--- src/rtl/arith_pkg.sv ---
// Shared definitions for the arithmetic unit and its writeback stage:
// default widths, opcode encoding and writeback FSM state encoding.
package arith_pkg;

  localparam int DEF_DATA_W     = 16;
  localparam int DEF_REG_ADDR_W = 3;

  // Opcodes 1xx are reserved and retire as errors without a register write.
  localparam logic [2:0] OP_ADD = 3'b000;
  localparam logic [2:0] OP_MUL = 3'b001;
  localparam logic [2:0] OP_SUB = 3'b010;
  localparam logic [2:0] OP_DIV = 3'b011;

  localparam logic [1:0] ST_IDLE  = 2'd0;
  localparam logic [1:0] ST_WR_LO = 2'd1;
  localparam logic [1:0] ST_WR_HI = 2'd2;

  function automatic logic is_reserved_op(input logic [2:0] opcode);
    return opcode[2];
  endfunction

endpackage

--- src/rtl/arith_flag_gen.sv ---
// Combinational status-flag generator for a result/opcode pair about to
// retire: zero over the full width, non-zero high half, reserved opcode.
module arith_flag_gen
  import arith_pkg::*;
#(
  parameter int DATA_W = DEF_DATA_W
) (
  input  logic [2*DATA_W-1:0] result,
  input  logic [2:0]          opcode,
  output logic                zero,
  output logic                hi,
  output logic                err
);

  assign zero = (result == '0);
  assign hi   = (result[2*DATA_W-1:DATA_W] != '0);
  assign err  = is_reserved_op(opcode);

endmodule

--- src/rtl/arith_wb_stage.sv ---
// Writeback stage behind the arithmetic unit: retires one result per op into
// the register file (two beats for multiply) and keeps sticky status flags.
module arith_wb_stage
  import arith_pkg::*;
#(
  parameter int DATA_W     = DEF_DATA_W,
  parameter int REG_ADDR_W = DEF_REG_ADDR_W
) (
  input  logic                  clk,
  input  logic                  rst,
  input  logic                  in_valid,
  output logic                  in_ready,
  input  logic [2*DATA_W-1:0]   in_result,
  input  logic [2:0]            in_opcode,
  input  logic [REG_ADDR_W-1:0] in_rd,
  output logic                  rf_we,
  output logic [REG_ADDR_W-1:0] rf_waddr,
  output logic [DATA_W-1:0]     rf_wdata,
  output logic                  flag_zero,
  output logic                  flag_hi,
  output logic                  flag_err,
  output logic                  busy
);

  logic [1:0]            state, nxt_state;
  logic [2*DATA_W-1:0]   hold_result, nxt_result;
  logic [2:0]            hold_op, nxt_op;
  logic [REG_ADDR_W-1:0] hold_rd, nxt_rd;
  logic                  hs;

  logic                  gen_zero, gen_hi, gen_err;
  logic                  we_d, zero_d, hi_d, err_d;
  logic [REG_ADDR_W-1:0] addr_d;
  logic [DATA_W-1:0]     data_d;

  // Only the first beat of a multiply blocks: its second beat must follow.
  assign in_ready = (state == ST_IDLE) || (state == ST_WR_HI) ||
                    ((state == ST_WR_LO) && (hold_op != OP_MUL));
  assign hs       = in_valid && in_ready;
  assign busy     = (state != ST_IDLE);

  // NOTE: every always_comb output gets a default first, so no path can
  // leave a variable unassigned and infer a latch.
  always_comb begin
    nxt_result = hold_result;
    nxt_op     = hold_op;
    nxt_rd     = hold_rd;
    nxt_state  = ST_IDLE;
    if (hs) begin
      nxt_result = in_result;
      nxt_op     = in_opcode;
      nxt_rd     = in_rd;
      nxt_state  = ST_WR_LO;
    end else if ((state == ST_WR_LO) && (hold_op == OP_MUL)) begin
      nxt_state = ST_WR_HI;
    end
  end

  // Flags are evaluated on the values that will be held next cycle, so the
  // registered outputs line up with the write they describe.
  arith_flag_gen #(.DATA_W(DATA_W)) u_flag_gen (
    .result (nxt_result),
    .opcode (nxt_op),
    .zero   (gen_zero),
    .hi     (gen_hi),
    .err    (gen_err)
  );

  always_comb begin
    we_d   = 1'b0;
    addr_d = '0;
    data_d = '0;
    zero_d = flag_zero;
    hi_d   = flag_hi;
    err_d  = 1'b0;
    case (nxt_state)
      ST_WR_LO: begin
        if (gen_err) begin
          err_d = 1'b1;
        end else begin
          we_d   = 1'b1;
          addr_d = nxt_rd;
          data_d = nxt_result[DATA_W-1:0];
          zero_d = gen_zero;
          hi_d   = gen_hi;
        end
      end
      ST_WR_HI: begin
        we_d   = 1'b1;
        addr_d = nxt_rd + 1'b1;
        data_d = nxt_result[2*DATA_W-1:DATA_W];
      end
      default: ;
    endcase
  end

  // NOTE: state and outputs use non-blocking assignments so every flop
  // samples pre-edge values regardless of statement order.
  always_ff @(posedge clk or posedge rst) begin
    if (rst) begin
      state       <= ST_IDLE;
      hold_result <= '0;
      hold_op     <= '0;
      hold_rd     <= '0;
      rf_we       <= 1'b0;
      rf_waddr    <= '0;
      rf_wdata    <= '0;
      flag_zero   <= 1'b0;
      flag_hi     <= 1'b0;
      flag_err    <= 1'b0;
    end else begin
      state       <= nxt_state;
      hold_result <= nxt_result;
      hold_op     <= nxt_op;
      hold_rd     <= nxt_rd;
      rf_we       <= we_d;
      rf_waddr    <= addr_d;
      rf_wdata    <= data_d;
      flag_zero   <= zero_d;
      flag_hi     <= hi_d;
      flag_err    <= err_d;
    end
  end

endmodule

--- config.mk ---
export PLATFORM = sky130hd
export DESIGN_NAME = arith_wb_stage
export DESIGN_NICKNAME = d
export VERILOG_FILES = /design/src/rtl/arith_pkg.sv /design/src/rtl/arith_flag_gen.sv /design/src/rtl/arith_wb_stage.sv
export SDC_FILE = /design/constraint.sdc
export NUM_CORES = 1
export LEC_CHECK = 0
export ABC_AREA = 1
export ABC_CLOCK_PERIOD_IN_PS = 2400
export BUFFER_PORTS_ARGS = -buffer_cell sky130_fd_sc_hd__buf_2
export CAP_MARGIN = 0
export CORE_MARGIN = 10
export CORE_UTILIZATION = 53
export DETAILED_ROUTE_END_ITERATION = 8
export MAX_ROUTING_LAYER = met4
export PLACE_DENSITY = 0.79
export SYNTH_ARGS = -nofsm -noshare
export SYNTH_HDL_FRONTEND = slang
export SYNTH_SLANG_ARGS = --single-unit
--- constraint.sdc ---
create_clock -name clk -period 2.4 [get_ports clk]
set_input_delay 0.36 -clock clk [delete_from_list [all_inputs] [get_ports clk]]
set_output_delay 0.36 -clock clk [all_outputs]
set_load 0.05 [all_outputs]
==> summary.md <==
| Metric | Value |
|---|---|
| Max_cap viols | `0` |
| RR Endpoint | `rf_waddr[2]` |
| Reg clk slew, reported paths | `0.06 ns` |
| R2R depth | `10` |
| Critical path endpoint | `rf_waddr[2]` |
| CP startpoint | `state[0]` |
| RSZ-0062 raised after global routing | `no` |
| Cts hold-fix bufs | `0` |
| Setup_tns | `0 ns` |
| Crit end category | `register` |
| CTS tree | `done` |
| CP Class | `reg -> reg` |
| Least-Margin Pin Slew | `0.574 ns` |
| Worst Hold Class | `in -> async` |
| R2R Path Start | `state[0]` |
| HPWL after DPL | `5.04 mm` |
| Area contributors post-synth | `dfrtp_1 (57%), nand2_1 (16%), inv_1 (6.2%)` |
| CP Launch Type | `register` |
| DIE WIDTH | `91.8 um` |
| Slew headroom | `61.7%` |
| Synth area leader | `dfrtp_1` |
| Mux share of post-synthesis cell area | `0%` |
| Slowest cell on crit path | `inv_1` |
| Routed wire length | `7.00 mm` |
| Total GRT Usage | `18.1%` |
| Worst path depth | `10` |
| Placeable Area | `around 5000 um2` |
| Synth Cell Area | `about 2700 um2` |
| Die H | `91.8 um` |
| Post-Synthesis Cells | `326` |
| Die area | `8420 um2` |
| Worst vdd ir | `0.546 mV` |
| Layout area overhead | `20.5%` |
| Top delay family on crit path | `simple AND/OR/NAND/NOR gates` |
| Hold_ws | `0.0713 ns` |
| H-tree depth | `3` |
| Initial core utilization | `54.1%` |
| IO buf count | `65` |
| Max Freq | `0.510 GHz` |
| Site Rows | `26` |
| Post-synthesis register bit count | `62` |
| Xor/xnor share of the synthesized area | `less than 1%` |
| Post-CTS sizing | `0` |
| Total CTS buffers | `9` |
| Slowest stage delay, CP | `0.43 ns` |
| Crit path cell chain | `inv_1 -> nor2_2 -> nand2_4 -> nand3_4 -> inv_1 -> nand2_1 -> nand2_1 -> ha_1 -> xnor2_1 -> o22ai_1` |
| Slack of the worst reg-to-reg path | `0.44 ns` |
| Adder-Cell Fraction of Synth Area | `0.458%` |
| Clock Tree Buf Depth | `2` |
| N_diodes | `0` |
| CP Data Required Time | `roughly 2.6 ns` |
| Post-route ant nets | `0` |
| Root Driver | `clkbuf_8` |
| Avg WL per Cell | `15.1 um` |
| Clk_lat worst skew | `0.34 ns` |
| Worst-path maximum fanout | `25` |
| Vias/cell | `5.09` |
| Min Tclk post-route | `1.96 ns` |
| Initial antenna violation count | `0` |
| Syn_area_per_cell | `approximately 8.4 um2` |
| Final period util | `81.7%` |
| Sink Count | `62` |
| Share of cells above drive strength 1 | `22.5%` |
| Main combinational cell family by area after synthesis | `simple AND/OR/NAND/NOR gates` |
| Leak Pwr | `1.89 nW` |
| Worst Path Buf+Inv | `2` |
| First-pass GRT wire length | `around 12 mm` |
| Max-slew violations | `0` |
| Post-CTS Setup Bufs | `0` |
| Placer's final routability congestion estimate | `roughly 0.83` |
| Final hold violation count | `0` |
| GRT overflow | `0` |
| Post-layout net count | `about 430` |
| Post-synthesis simple-gate area fraction | `26.4%` |
| Compound-Gate Fraction of Synth Area | `6.83%` |
| Via count | `2366` |
| Synth cell types | `19` |
| Drt drc | `0` |
| Setup Skew | `0.00662 ns` |
| Worst path arrival time | `2.16 ns` |
| Largest net degree at the start of global routing | `38` |
| Status | `completed` |
| Boundary Pins | `66` |
| P per Cell Area | `roughly 790 nW/um2` |
| Synth warn | `0` |
| Top-area cell type share of the netlist area | `around 57%` |
| Sequential share of the synthesized area | `56.8%` |
| Setup violators final | `0` |
| First-pass iteration count of the detailed router | `4` |
| Mapped Nets | `368` |
| Initial DRC count | `197` |
| Vias in the first global route | `between 2000 and 2500` |
==> how the worst min path moves through the flow <==
| stage | start | to | slack [ns] | depth (start not counted) |
|---|---|---|---|---|
| floorplan | hold_result[0] | hold_result[0] | 0.44 | 2 |
| global placement | rst | rf_wdata[2] | 0.44 | 2 |
| detailed placement | rst | rf_wdata[2] | 0.46 | 2 |
| CTS | rst | rf_wdata[2] | 0.1 | 2 |
| global route | rst | rf_wdata[14] | 0.11 | 2 |
| finish | rst | rf_wdata[14] | 0.07 | 2 |
==> cell usage after synthesis (all sizes together) <==
cell,count
nand2,117
dfrtp,62
inv,46
nand4,26
nor2,21
o22ai,17
o21ai,16
buf,8
clkbuf,8
and2,1
ha,1
nand3,1
or2,1
xnor2,1
==> power breakdown <==
| part | switching [mW] | leakage, nW | internal, mW | total (mW) |
|---|---|---|---|---|
| clock network | 0.380 | 0.0821 | 0.388 | 0.768 |
| registers | 0.0398 | 0.776 | 1.17 | 1.21 |
| logic | 0.434 | 1.03 | 0.173 | 0.607 |
==> cell usage in the layout, fill, tap and decap left out <==
cell type    n
nand3_4      1
inv_1       44
clkinv_2     2
nor2_1      20
clkbuf_8    10
o22ai_1     17
buf_2       65
o21ai_0     12
xnor2_1      1
nor2_2       1
clkbuf_1     2
o21ai_1      4
buf_12       2
nand2_4      1
ha_1         1
and2_1       1
or2_2        1
dfrtp_1     62
inv_2        2
buf_4        4
nand2_1    116
nand4_1     26
==> metrics by stage <==
| stage | total power, mW | util (%) | cell area [um2] | std cells | setup slack [ns] |
|---|---|---|---|---|---|
| after global placement | 1.82 | 62.2 | 3140 | 451 | 0.537 |
| after detailed placement | 1.83 | 62.2 | 3140 | 451 | 0.451 |
| after CTS | 2.60 | 65.3 | 3290 | 465 | 0.439 |
| after global routing | 2.73 | 65.3 | 3290 | 465 | 0.202 |
| final | 2.59 | 65.3 | 3290 | 465 | 0.440 |
| after floorplan | 1.67 | - | 2730 | 326 | 0.499 |
==> routing by layer <==
metal  track usage, %  part of all wire (%)
met1             22.2                    43
met2             27.5                    49
met3             3.67                   5.7
met4             9.64                   2.7
met5                -                     0
==> registers in the layout, summed over array words and instances (netlist names) <==
register	flops
hold_rd	3
flag_zero	1
rf_wdata	16
rf_we	1
rf_waddr	3
state	2
flag_err	1
hold_op	3
hold_result	31
flag_hi	1
==> layout make-up <==
class / count / area [um2]
sequential: 62 / 1550
fill: 427 / 1750
inverter: 46 / 173
clock inverter: 2 / 10.0
clock buffer: 12 / 145
timing repair buffer: 71 / 395
multi-input combinational: 202 / 928
tap: 70 / 87.6
==> kinds of logic (layout without fill, tap and decap cells) <==
group | after synthesis | in the layout
simple gates | 167 | 167
flops | 62 | 62
buf+inv | 62 | 131
compound gates | 33 | 33
fa+ha+maj | 1 | 1
xor+xnor | 1 | 1
(Power assumes the default switching activity.)
